--- src/rtl/multi_cycle_sequencer.sv ---
// Multi-cycle RV32I control sequencer: fetch/decode/execute/memory/writeback
// stepping, memory req/ack handshakes with stall timeout, and retire counting.
module multi_cycle_sequencer #(
  parameter int TIMEOUT_CYCLES = 16,
  parameter int COUNTER_WIDTH  = 5
) (
  input  logic        clk,
  input  logic        rst,
  input  logic        run,
  input  logic [6:0]  opcode,
  output logic        imem_req,
  input  logic        imem_ack,
  output logic        dmem_req,
  output logic        dmem_we,
  input  logic        dmem_ack,
  output logic        ir_write_enable,
  output logic        pc_write_enable,
  output logic        register_write_gate,
  output logic [2:0]  state,
  output logic        fault,
  output logic        retired,
  output logic [31:0] retire_count
);

  typedef enum logic [2:0] {
    S_IDLE      = 3'd0,
    S_FETCH     = 3'd1,
    S_DECODE    = 3'd2,
    S_EXECUTE   = 3'd3,
    S_MEMORY    = 3'd4,
    S_WRITEBACK = 3'd5,
    S_UNUSED    = 3'd6,
    S_FAULT     = 3'd7
  } state_t;

  localparam logic [6:0] OP_LOAD   = 7'b0000011;
  localparam logic [6:0] OP_STORE  = 7'b0100011;
  localparam logic [6:0] OP_OP     = 7'b0110011;
  localparam logic [6:0] OP_OPIMM  = 7'b0010011;
  localparam logic [6:0] OP_BRANCH = 7'b1100011;
  localparam logic [6:0] OP_JALR   = 7'b1100111;
  localparam logic [6:0] OP_JAL    = 7'b1101111;
  localparam logic [6:0] OP_LUI    = 7'b0110111;
  localparam logic [6:0] OP_AUIPC  = 7'b0010111;

  state_t                   r_state;
  state_t                   w_state_next;
  logic [COUNTER_WIDTH-1:0] r_wait;
  logic [COUNTER_WIDTH-1:0] w_wait_next;
  logic                     r_fault;
  logic [31:0]              r_retire_count;
  logic                     w_timeout;
  logic                     w_is_store;
  logic                     w_is_load;

  assign w_timeout  = (r_wait == COUNTER_WIDTH'(TIMEOUT_CYCLES - 1));
  assign w_is_store = (opcode == OP_STORE);
  assign w_is_load  = (opcode == OP_LOAD);

  always_comb begin
    w_state_next        = r_state;
    w_wait_next         = '0;
    imem_req            = 1'b0;
    dmem_req            = 1'b0;
    dmem_we             = 1'b0;
    ir_write_enable     = 1'b0;
    pc_write_enable     = 1'b0;
    register_write_gate = 1'b0;
    retired             = 1'b0;
    case (r_state)
      S_IDLE: begin
        if (run) w_state_next = S_FETCH;
      end
      S_FETCH: begin
        imem_req = 1'b1;
        if (imem_ack) begin
          ir_write_enable = 1'b1;
          w_state_next    = S_DECODE;
        end else if (w_timeout) begin
          w_state_next = S_FAULT;
        end else begin
          w_wait_next = r_wait + 1'b1;
        end
      end
      S_DECODE: begin
        w_state_next = S_EXECUTE;
      end
      S_EXECUTE: begin
        case (opcode)
          OP_LOAD, OP_STORE: w_state_next = S_MEMORY;
          OP_OP, OP_OPIMM, OP_BRANCH, OP_JALR,
          OP_JAL, OP_LUI, OP_AUIPC: w_state_next = S_WRITEBACK;
          default: w_state_next = S_FAULT;
        endcase
      end
      S_MEMORY: begin
        dmem_req = 1'b1;
        dmem_we  = w_is_store;
        if (dmem_ack) begin
          // Stores retire straight out of MEMORY; nothing to write back.
          if (w_is_store) begin
            pc_write_enable = 1'b1;
            retired         = 1'b1;
            w_state_next    = run ? S_FETCH : S_IDLE;
          end else if (w_is_load) begin
            w_state_next = S_WRITEBACK;
          end else begin
            w_state_next = S_FAULT;
          end
        end else if (w_timeout) begin
          w_state_next = S_FAULT;
        end else begin
          w_wait_next = r_wait + 1'b1;
        end
      end
      S_WRITEBACK: begin
        pc_write_enable     = 1'b1;
        retired             = 1'b1;
        register_write_gate = (opcode != OP_BRANCH) && !w_is_store;
        w_state_next        = run ? S_FETCH : S_IDLE;
      end
      S_FAULT: begin
        w_state_next = S_FAULT;
      end
      default: begin
        w_state_next = S_FAULT;
      end
    endcase
  end

  always_ff @(posedge clk or posedge rst) begin
    if (rst) begin
      r_state        <= S_IDLE;
      r_wait         <= '0;
      r_fault        <= 1'b0;
      r_retire_count <= '0;
    end else begin
      r_state <= w_state_next;
      r_wait  <= w_wait_next;
      r_fault <= (w_state_next == S_FAULT);
      if (retired) r_retire_count <= r_retire_count + 32'd1;
    end
  end

  assign state        = r_state;
  assign fault        = r_fault;
  assign retire_count = r_retire_count;

endmodule

--- config.mk ---
export PLATFORM = sky130hd
export DESIGN_NAME = multi_cycle_sequencer
export DESIGN_NICKNAME = d
export VERILOG_FILES = /design/src/rtl/multi_cycle_sequencer.sv
export SDC_FILE = /design/constraint.sdc
export NUM_CORES = 1
export LEC_CHECK = 0
export ABC_AREA = 1
export BUFFER_PORTS_ARGS = -buffer_cell sky130_fd_sc_hd__buf_4
export CAP_MARGIN = 20
export CORE_MARGIN = 2
export CORE_UTILIZATION = 48
export DETAILED_ROUTE_END_ITERATION = 8
export PLACE_DENSITY = 0.78
export SYNTH_ARGS = -nofsm -noshare
export SYNTH_HDL_FRONTEND = slang
export SYNTH_SLANG_ARGS = --single-unit
--- constraint.sdc ---
create_clock -name clk -period 2.7 [get_ports clk]
set_clock_uncertainty 0.15 [all_clocks]
set_input_delay 0.405 -clock clk [delete_from_list [all_inputs] [get_ports clk]]
set_output_delay 0.405 -clock clk [all_outputs]
set_load 0.02 [all_outputs]
==> run metrics, run 1 <==
Adder-Cell Fraction of Synth Area 0.00966; Syn-to-layout area delta 21.4%; fraction of the cycle the final worst path needs 0.794; Routed WL per cell about 12 um; LEAKAGE 0.00156 uW; Die ar. around 6000 um2; clock-pin slew on the worst setup and hold paths around 0.07 ns; DRC 0; Setup CP Type reg2out; # setup viols final 0; global-route wire length before repair 10400 um; antenna-violating nets left 0; unrepaired setup endpoints after global routing no; Gate Count Post-Synth 373; Die Y approximately 77 um; CP max FO 12; ys flop type dfrtp_1; Congestion Overflow GR 0; Ys Warns 0; kind of end point of the critical path output port; Worst EP arrival approximately 1.6 ns; Pwr Density approximately 620 nW/um2; Crit path required time approximately 2.1 ns; Hold WC Path Type in2async; TNS Setup 0 ns; H-tree levels 2; GRT Total Usage 0.212; Simple-Gate Fraction of Synth Area 0.422; clock root cell clkbuf_8; TritonCTS buffer count 5; Core ar. ~5200 um2; # Post-CTS Setup Buffers 0; post-place instance area slightly above 3000 um2; CTS tree built; max-cap violations 0; Buffers on Ports 54; Die X between 70 and 80 um; drt first pass iters 4; syn_nets approximately 390; syn avg cell area about 6.9 um2; clk sinks 41; final wirelength 5840 um; Post-synth ARST share 1.00; XOR/XNOR Fraction of Synth Area 0.0575; clk buf depth 2; synthesized cell area between 2000 and 3000 um2; GP Congestion ~0.92; Compound-Gate Fraction of Synth Area 0.0328; pre-CTS setup slack approximately 0.67 ns; Post-CTS Hold Buffers 0; Via-to-Cell Ratio between 4 and 5; Non-Filler Cell Area, Final between 3000 and 4000 um2; Starting Density 0.501; sequential area share after synthesis 0.396; final worst slack about 0.56 ns; number of gates resized after CTS 0; vias in the first global route 2400; fillers 500; Clock Latency Late Sink between 0.2 and 0.3 ns; initial antenna violation count 0; Post-synth EDFFs 0; Synth cell types 30; main combinational cell family by area after synthesis simple AND/OR/NAND/NOR gates; top-level I/O count 55; relative slew slack 0.656; final hold viol count 0; Total Power roughly 1900 uW; Fmax 466 MHz; Worst Tran Pin Value roughly 0.52 ns; Final #Nets between 400 and 500; FP Rows 26; via count 2416; post-layout util 0.608; CP Launch Type register; mux contribution to synthesized area 0; HPWL Detailed 4700 um; final critical-path required period about 2.1 ns; largest net degree at the start of global routing between 40 and 50; ANT cells 0; synthesized flop and latch total between 40 and 50; VDD IR max just under 0.5 mV; layout cell share with drive strength beyond 1 0.197; DRT iter0 DRCs 120; outcome finished, final reports clean; final slew viol count 0
==> per-layer routing <==
| layer | global-route usage | share of wire | vias up | wire length (um) |
|---|---|---|---|---|
| li1 | - | - | 1269 | - |
| met1 | 0.278 | 0.46 | 1078 | 2710 |
| met2 | 0.353 | 0.47 | 63 | 2740 |
| met3 | 0.0360 | 0.052 | 6 | 305 |
| met4 | 0.0768 | 0.016 | 0 | 91 |
| met5 | 0 | 0 | - | 0 |
==> critical path, stage by stage, from the launching register on <==
cell and delay [ns]:
dfrtp_1 0.45, nor2_4 0.18, nand2_2 0.09, clkinv_2 0.09
nand3_2 0.08, nand2_2 0.21, buf_4 0.20
==> synth_stat cells (2+ instances only) <==
cell,count,area [um2]
nor3_1,15,75.1
a21oi_1,5,25.0
a211oi_1,2,15.0
nor3_2,4,40.0
buf_6,2,22.5
inv_2,3,11.3
nand2_1,151,567
buf_2,2,10.0
inv_1,42,158
ha_1,2,25.0
nor2_4,3,33.8
nand3_1,19,95.1
nand3_2,3,30.0
xor2_1,10,87.6
nor2_1,37,139
nor2_2,2,12.5
o21ai_0,5,25.0
xnor2_1,7,61.3
nand3b_1,4,30.0
dfrtp_1,41,1030
nand2_2,5,31.3
==> power breakdown <==
group	switching, uW	total, uW	internal, uW
clock network	199	402	203
registers	90.2	784	694
logic	489	761	273
==> cells in the final DEF, fill, tap and decap left out, types with 3 or more instances in the layout <==
master    instances
a21oi_1           5
buf_4            56
clkbuf_8          6
dfrtp_1          41
inv_1            42
inv_2             3
nand2_1         151
nand2_2           5
nand3_1          19
nand3_2           3
nand3b_1          4
nor2_1           37
nor2_4            3
nor3_1           15
nor3_2            4
o21ai_0           5
xnor2_1           7
xor2_1           10
==> per-stage QoR <==
step	hold WS, ns	std cells
4_1_cts	0.113	501
3_5_place_dp	0.313	494
3_3_place_gp	0.309	494
6_report	0.0947	501
2_1_floorplan	0.289	373
5_1_grt	0.141	501
==> flip-flops by register name (all words and copies together), names as in the netlist <==
name	count
fault	1
r_wait	5
retire_count	32
state	3
==> cell families (layout without fill, tap and decap cells) <==
logic type,count (synthesis),in the layout
AO/OA/AOI/OAI,15,15
XOR/XNOR,17,17
adder cells (fa/ha/maj),2,2
buffers and inverters,51,109
flip-flops,41,41
AND/OR/NAND/NOR,247,247
==> worst paths after layout <==
path / start / to / slack [ns] / cells past startpoint
setup reg to reg: state[1] / retire_count[21] / 0.78 / 9
max in group asynchronous: rst / retire_count[19] / 1.96 / 3
hold reg to reg: r_wait[0] / r_wait[0] / 0.32 / 1
min in group clk: r_wait[0] / r_wait[0] / 0.32 / 1
hold / removal: rst / retire_count[3] / 0.09 / 3
setup / recovery: state[1] / pc_write_enable / 0.56 / 6
==> cell type report <==
cell class | instances | area, um2 | share of cell area
Multi-Input combinational cell | 281 | 1350 | 0.430
Timing Repair Buffer | 56 | 420 | 0.134
Sequential cell | 41 | 1030 | 0.326
Inverter | 46 | 174 | 0.0553
Clock buffer | 7 | 86.3 | 0.0274
Tap cell | 70 | 87.6 | 0.0278
Power figures use the tool's default switching activity.
==> run 2, diff against run 1 <==
--- a/config.mk
+++ b/config.mk
@@ -11,7 +11,7 @@
 export CORE_MARGIN = 2
 export CORE_UTILIZATION = 48
 export DETAILED_ROUTE_END_ITERATION = 8
-export PLACE_DENSITY = 0.78
+export PLACE_DENSITY = 0.8
 export SYNTH_ARGS = -nofsm -noshare
 export SYNTH_HDL_FRONTEND = slang
 export SYNTH_SLANG_ARGS = --single-unit
==> constraint.sdc (replaced) <==
create_clock -name clk -period 1.8 [get_ports clk]
set_clock_uncertainty 0.15 [all_clocks]
set_input_delay 0.27 -clock clk [delete_from_list [all_inputs] [get_ports clk]]
set_output_delay 0.27 -clock clk [all_outputs]
set_load 0.02 [all_outputs]
==> run 2 against run 1 <==
Critical endpoint is now retire_count[29]. Combinational power grew 110%. Sequential power is 49% higher. Setup slack lost 0.55 ns.
==> run metrics, run 2 (synthesis results as in run 1) <==
initial antenna violation count 0; LEAKAGE 0.00167 uW; final slew viol count 0; vias in the first global route 2399; relative slew slack 0.654; Routed WL per cell around 13 um; Crit path required time 1.83 ns; CP max FO 5; outcome finished, final reports clean; most common cell after layout, fill and taps aside nand2_1; most frequent cells in the layout nand2_1, buf_4, inv_1; fillers roughly 440; unrepaired setup endpoints after global routing yes; clock root cell clkbuf_8; Core ar. 5170 um2; max-cap violations 0; TritonCTS buffer count 5; clk buf depth 2; Hold WC Path Type in2reg; layout cell share with drive strength beyond 1 0.252; drt first pass iters 4; ANT cells 0; Critical Path Most Common Cell nand2_1; Fmax 557 MHz; antenna-violating nets left 0; Worst EP arrival 1.83 ns; Cell Chain, Critical Path inv_2 -> nor3_1 -> nand2_1 -> nor2_1 -> nand2_1 -> nand2_1 -> nand2_1 -> nand2_1 -> nand2_1; final critical-path required period between 1.5 and 2 ns; hold slack between 0.15 and 0.2 ns; CP peak stage delay 0.44 ns; Final #Nets between 400 and 500; Via-to-Cell Ratio around 5; fraction of the cycle the final worst path needs 0.997; Pwr Density 980 nW/um2; HPWL Detailed just under 5000 um; max reg flops 32; top-level I/O count 55; Setup CP Type reg2reg; GRT Total Usage 0.219; VDD IR max 0.646 mV; FP Rows 26; pre-CTS setup slack between 0.04 and 0.05 ns; delay-heaviest family, CP simple AND/OR/NAND/NOR gates; GP Congestion ~0.9; Congestion Overflow GR 0; final hold viol count 0; Worst Tran Pin Value just over 0.5 ns; largest net degree at the start of global routing between 40 and 50; global-route wire length before repair 10600 um; Syn-to-layout area delta 30.0%; Slowest cell on crit path dfrtp_1; Die ar. around 6000 um2; # setup viols final 0; Buffers & Inverters on Critical Path 1; via count roughly 2600; clock-pin slew on the worst setup and hold paths approximately 0.08 ns; Die X 77.5 um; Die Y between 70 and 80 um; final worst slack ~0.0052 ns; TNS Setup 0 ns; Clock Latency Late Sink 0.29 ns; H-tree levels 2; Starting Density 0.501; kind of end point of the critical path register; final wirelength 6600 um; CP Launch Type register; clk sinks just over 40; Buffers on Ports 54; DRC 0; DRT iter0 DRCs approximately 210; CTS tree built
run 2: metal layers:
layer,share of wire,global-route usage,vias up
met4,0.023,0.0839,0
met2,0.48,0.367,87
met3,0.056,0.0326,15
met1,0.44,0.286,1195
li1,-,-,1304
met5,0,0,-
run 2: timing repair:
action / 4_1_cts / 5_1_grt
hold buffers: 1 / 0
pin swaps: 2 / 4
resized for setup: 8 / 10
gates cloned: 0 / 1
buffers inserted: 4 / 9
hold endpoints to repair: 41 / 0
endpoints found under the setup margin: 4 / 26
run 2: worst register-to-register path: cells and delay by family, from the launching register on:
| family | cells | cell delay [ns] |
|---|---|---|
| and+or+nand+nor | 8 | 1.05 |
| DFF | 1 | 0.44 |
| buffers and inverters | 1 | 0.07 |
run 2: through the flow:
step	total power (uW)	instances	utilization	area (um2)
6_report	3300	519	0.651	3370
5_1_grt	3490	519	0.651	3370
4_1_cts	3090	509	0.626	3240
3_5_place_dp	2430	498	0.600	3100
3_3_place_gp	2400	498	0.600	3100
2_1_floorplan	1990	373	-	2590
run 2: path summary, 6_finish.rpt:
kind	from	to	slack (ns)	cells after the start
min	run	state[0]	0.20	5
max reg2reg	retire_count[19]	retire_count[29]	0.005	9
max	retire_count[19]	retire_count[29]	0.005	9
min reg2reg	r_wait[0]	r_wait[0]	0.32	1
max in group asynchronous	rst	retire_count[0]	0.60	4
min in group asynchronous	rst	r_wait[3]	0.52	4
run 2: area by class of cell:
type | instances | area, um2 | area share
multi-input combinational | 281 | 1400 | 0.415
sequential | 41 | 1030 | 0.305
timing repair buffer | 75 | 607 | 0.180
inverter | 46 | 175 | 0.0520
tap | 70 | 87.6 | 0.0260
clock buffer | 5 | 68.8 | 0.0204
clock inverter | 1 | 5.00 | 0.00149
run 2: report_power, final:
group	switching [uW]	total, uW	internal [uW]
combinational	899	1580	680
sequential	125	1170	1050
clock	298	553	255
==> run 3, diff against run 2 <==
--- a/config.mk
+++ b/config.mk
@@ -5,13 +5,13 @@
 export SDC_FILE = /design/constraint.sdc
 export NUM_CORES = 1
 export LEC_CHECK = 0
-export ABC_AREA = 1
 export BUFFER_PORTS_ARGS = -buffer_cell sky130_fd_sc_hd__buf_4
 export CAP_MARGIN = 20
 export CORE_MARGIN = 2
-export CORE_UTILIZATION = 48
+export CORE_UTILIZATION = 47
 export DETAILED_ROUTE_END_ITERATION = 8
-export PLACE_DENSITY = 0.8
+export HOLD_SLACK_MARGIN = 0.02
+export PLACE_DENSITY = 0.81
 export SYNTH_ARGS = -nofsm -noshare
 export SYNTH_HDL_FRONTEND = slang
 export SYNTH_SLANG_ARGS = --single-unit
==> run 3 against run 2 <==
The run now ends with negative setup slack left. Flip-flop and latch count is the same. Wire length shrank 23%. Power shrank 13%. Critical path depth shrank 3. Fmax shrank 3.0%. Via count shrank 29%. Die area shrank 18%. Largest cell class unchanged.
==> run metrics, run 3 <==
Buffers on Ports 54; TNS Setup -0.285 ns; clk buf depth 2; drt first pass iters 4; final worst slack -0.0506 ns; GRT Total Usage 0.208; Routed WL per cell 14.6 um; CP max FO 5; Starting Density 0.480; Worst Tran Pin Value 0.503 ns; HPWL Detailed approximately 3500 um; ANT cells 0; Pwr Density roughly 940 nW/um2; final hold viol count 0; vias in the first global route around 1800; # setup viols final 11; final critical-path required period ~1.9 ns; sequential area share after synthesis 0.501; most frequent cells in the layout buf_4, dfrtp_1, xnor2_1; TritonCTS buffer count 5; syn_nets ~210; max reg flops 32; final wirelength 5050 um; global-route wire length before repair just over 8000 um; Die X roughly 70 um; unrepaired setup endpoints after global routing yes; VDD IR max roughly 0.79 mV; clock-pin slew on the worst setup and hold paths approximately 0.080 ns; Slowest cell on crit path dfrtp_2; Reg area ~1000 um2; Ys Warns 0; H-tree levels 2; pre-CTS setup slack -0.202 ns; syn avg cell area 10.7 um2; Synth top cells by count dfrtp_1, xnor2_1, nand3_1; Hold Path Cell Cnt 3; clock root cell clkbuf_8; max-cap violations 0; DRC 0; layout cell share with drive strength beyond 1 0.469; initial antenna violation count 0; top-level I/O count 55; DRT iter0 DRCs about 130; Die ar. approximately 4900 um2; top-area cell type share of the netlist area 0.501; top cells by area, synth dfrtp_1, xnor2_1, nand3_1, nand4_1, nor4_4; Gate Count Post-Synth between 150 and 200; Cell Chain, Critical Path and4_4 -> nand4_1 -> nor4_4 -> buf_4 -> nand3_1 -> xnor2_1; Die Y roughly 70 um; LEAKAGE approximately 0.0014 uW; outcome complete, but fails checks; Setup CP Type reg2reg; Syn-to-layout area delta 49.3%; Core ar. about 4300 um2; ys flop type dfrtp_1; kind of end point of the critical path register; post-synth top area cell dfrtp_1; fraction of the cycle the final worst path needs 1.03; Final #Nets 307; Clock Latency Late Sink 0.29 ns; Synth cell types 35; Post-synth EDFFs 0; Fmax roughly 540 MHz; most common cell after layout, fill and taps aside buf_4; FP Rows 24; relative slew slack 0.665; GP Congestion 0.913; CP Launch Type register; Congestion Overflow GR 0; Post-synth ARST share 1.00; R2R depth 6; antenna-violating nets left 0; CTS tree built; Hold WC Path Type in2reg; largest net degree at the start of global routing between 40 and 50; synthesized cell area slightly above 2000 um2; Multi-input gate area 1070 um2; Via-to-Cell Ratio about 5.3; CP peak stage delay ~0.38 ns; synthesized flop and latch total 41; Crit path required time 1.83 ns; via count between 1500 and 2000; Worst EP arrival between 1.5 and 2 ns; fillers between 300 and 400; final slew viol count 0; top-count cell post-synth dfrtp_1; clk sinks 41; failing checks negative setup slack
[run 3: cell count changes in the layout (fill, tap and decap cells not counted), sizes merged, moves of 7 or more]
cell and delta:
nor3 -14, nand3 -7, nand4 +11, buf +27, xnor2 +19, nand2 -143, and3 +10, nor2 -29
inv -43
[run 3: path summary, 6_finish.rpt]
| kind | start | to | slack, ns |
|---|---|---|---|
| max | retire_count[3] | retire_count[23] | -0.05 |
| min | dmem_ack | state[0] | 0.24 |
| max reg2reg | retire_count[3] | retire_count[23] | -0.05 |
| min reg2reg | retire_count[31] | retire_count[31] | 0.34 |
| max in group asynchronous | rst | state[1] | 0.61 |
| min in group asynchronous | rst | retire_count[17] | 0.51 |
[run 3: layer usage]
| metal | track usage | vias to the layer above | wire [um] |
|---|---|---|---|
| li1 | - | 886 | - |
| met1 | 0.274 | 912 | 2220 |
| met2 | 0.359 | 45 | 2600 |
| met3 | 0.0361 | 5 | 199 |
| met4 | 0.0470 | 0 | 34 |
| met5 | 0 | - | 0 |
[run 3: report_power, final]
part	switching (uW)	internal, uW	leakage [uW]	total (uW)
combinational	603	585	0.000863	1190
sequential	82.5	1010	0.000542	1090
clock	316	268	0.0000439	584
total	1000	1860	0.00145	2870
[run 3: cells by family after synthesis]
kind of cell    after synthesis  synth area share
fa+ha+maj                     2            0.0122
simple gates                 92             0.271
flops                        41             0.501
xor+xnor                     33             0.141
mux                           1           0.00550
buf+inv                       9            0.0183
compound gates               13            0.0513
[run 3: metrics by stage]
step | cell area (um2) | power, uW | cells | utilization | hold slack (ns)
global route | 3060 | 3000 | 346 | 0.717 | 0.272
floorplan | 2070 | 1640 | 191 | - | 0.289
finish | 3060 | 2870 | 346 | 0.717 | 0.242
global placement | 2750 | 2050 | 322 | 0.645 | 0.275
CTS | 2930 | 2750 | 339 | 0.688 | 0.236
detailed placement | 2750 | 2080 | 322 | 0.645 | 0.285
[run 3: critical path, delay by kind of cell, from the launching register on]
| family | cells | cell delay [ns] |
|---|---|---|
| AND/OR/NAND/NOR | 4 | 0.87 |
| flip-flops | 1 | 0.38 |
| XOR/XNOR | 1 | 0.14 |
| buffers and inverters | 1 | 0.22 |
[run 3: area by class of cell]
cell class | count | share of cell area
Clock buffer | 5 | 0.0225
Sequential cell | 41 | 0.338
Tap cell | 52 | 0.0213
Multi-Input combinational cell | 141 | 0.350
Inverter | 3 | 0.00368
Clock inverter | 3 | 0.00573
Timing Repair Buffer | 101 | 0.259
[run 3: timing repair]
action | in CTS | in global routing
pin swaps | 7 | 12
setup endpoints to repair | 17 | 26
setup buffers | 7 | 8
hold buffers | 1 | 0
gates cloned | 1 | 0
endpoints found under the hold margin | 41 | 0
resized for setup | 9 | 19
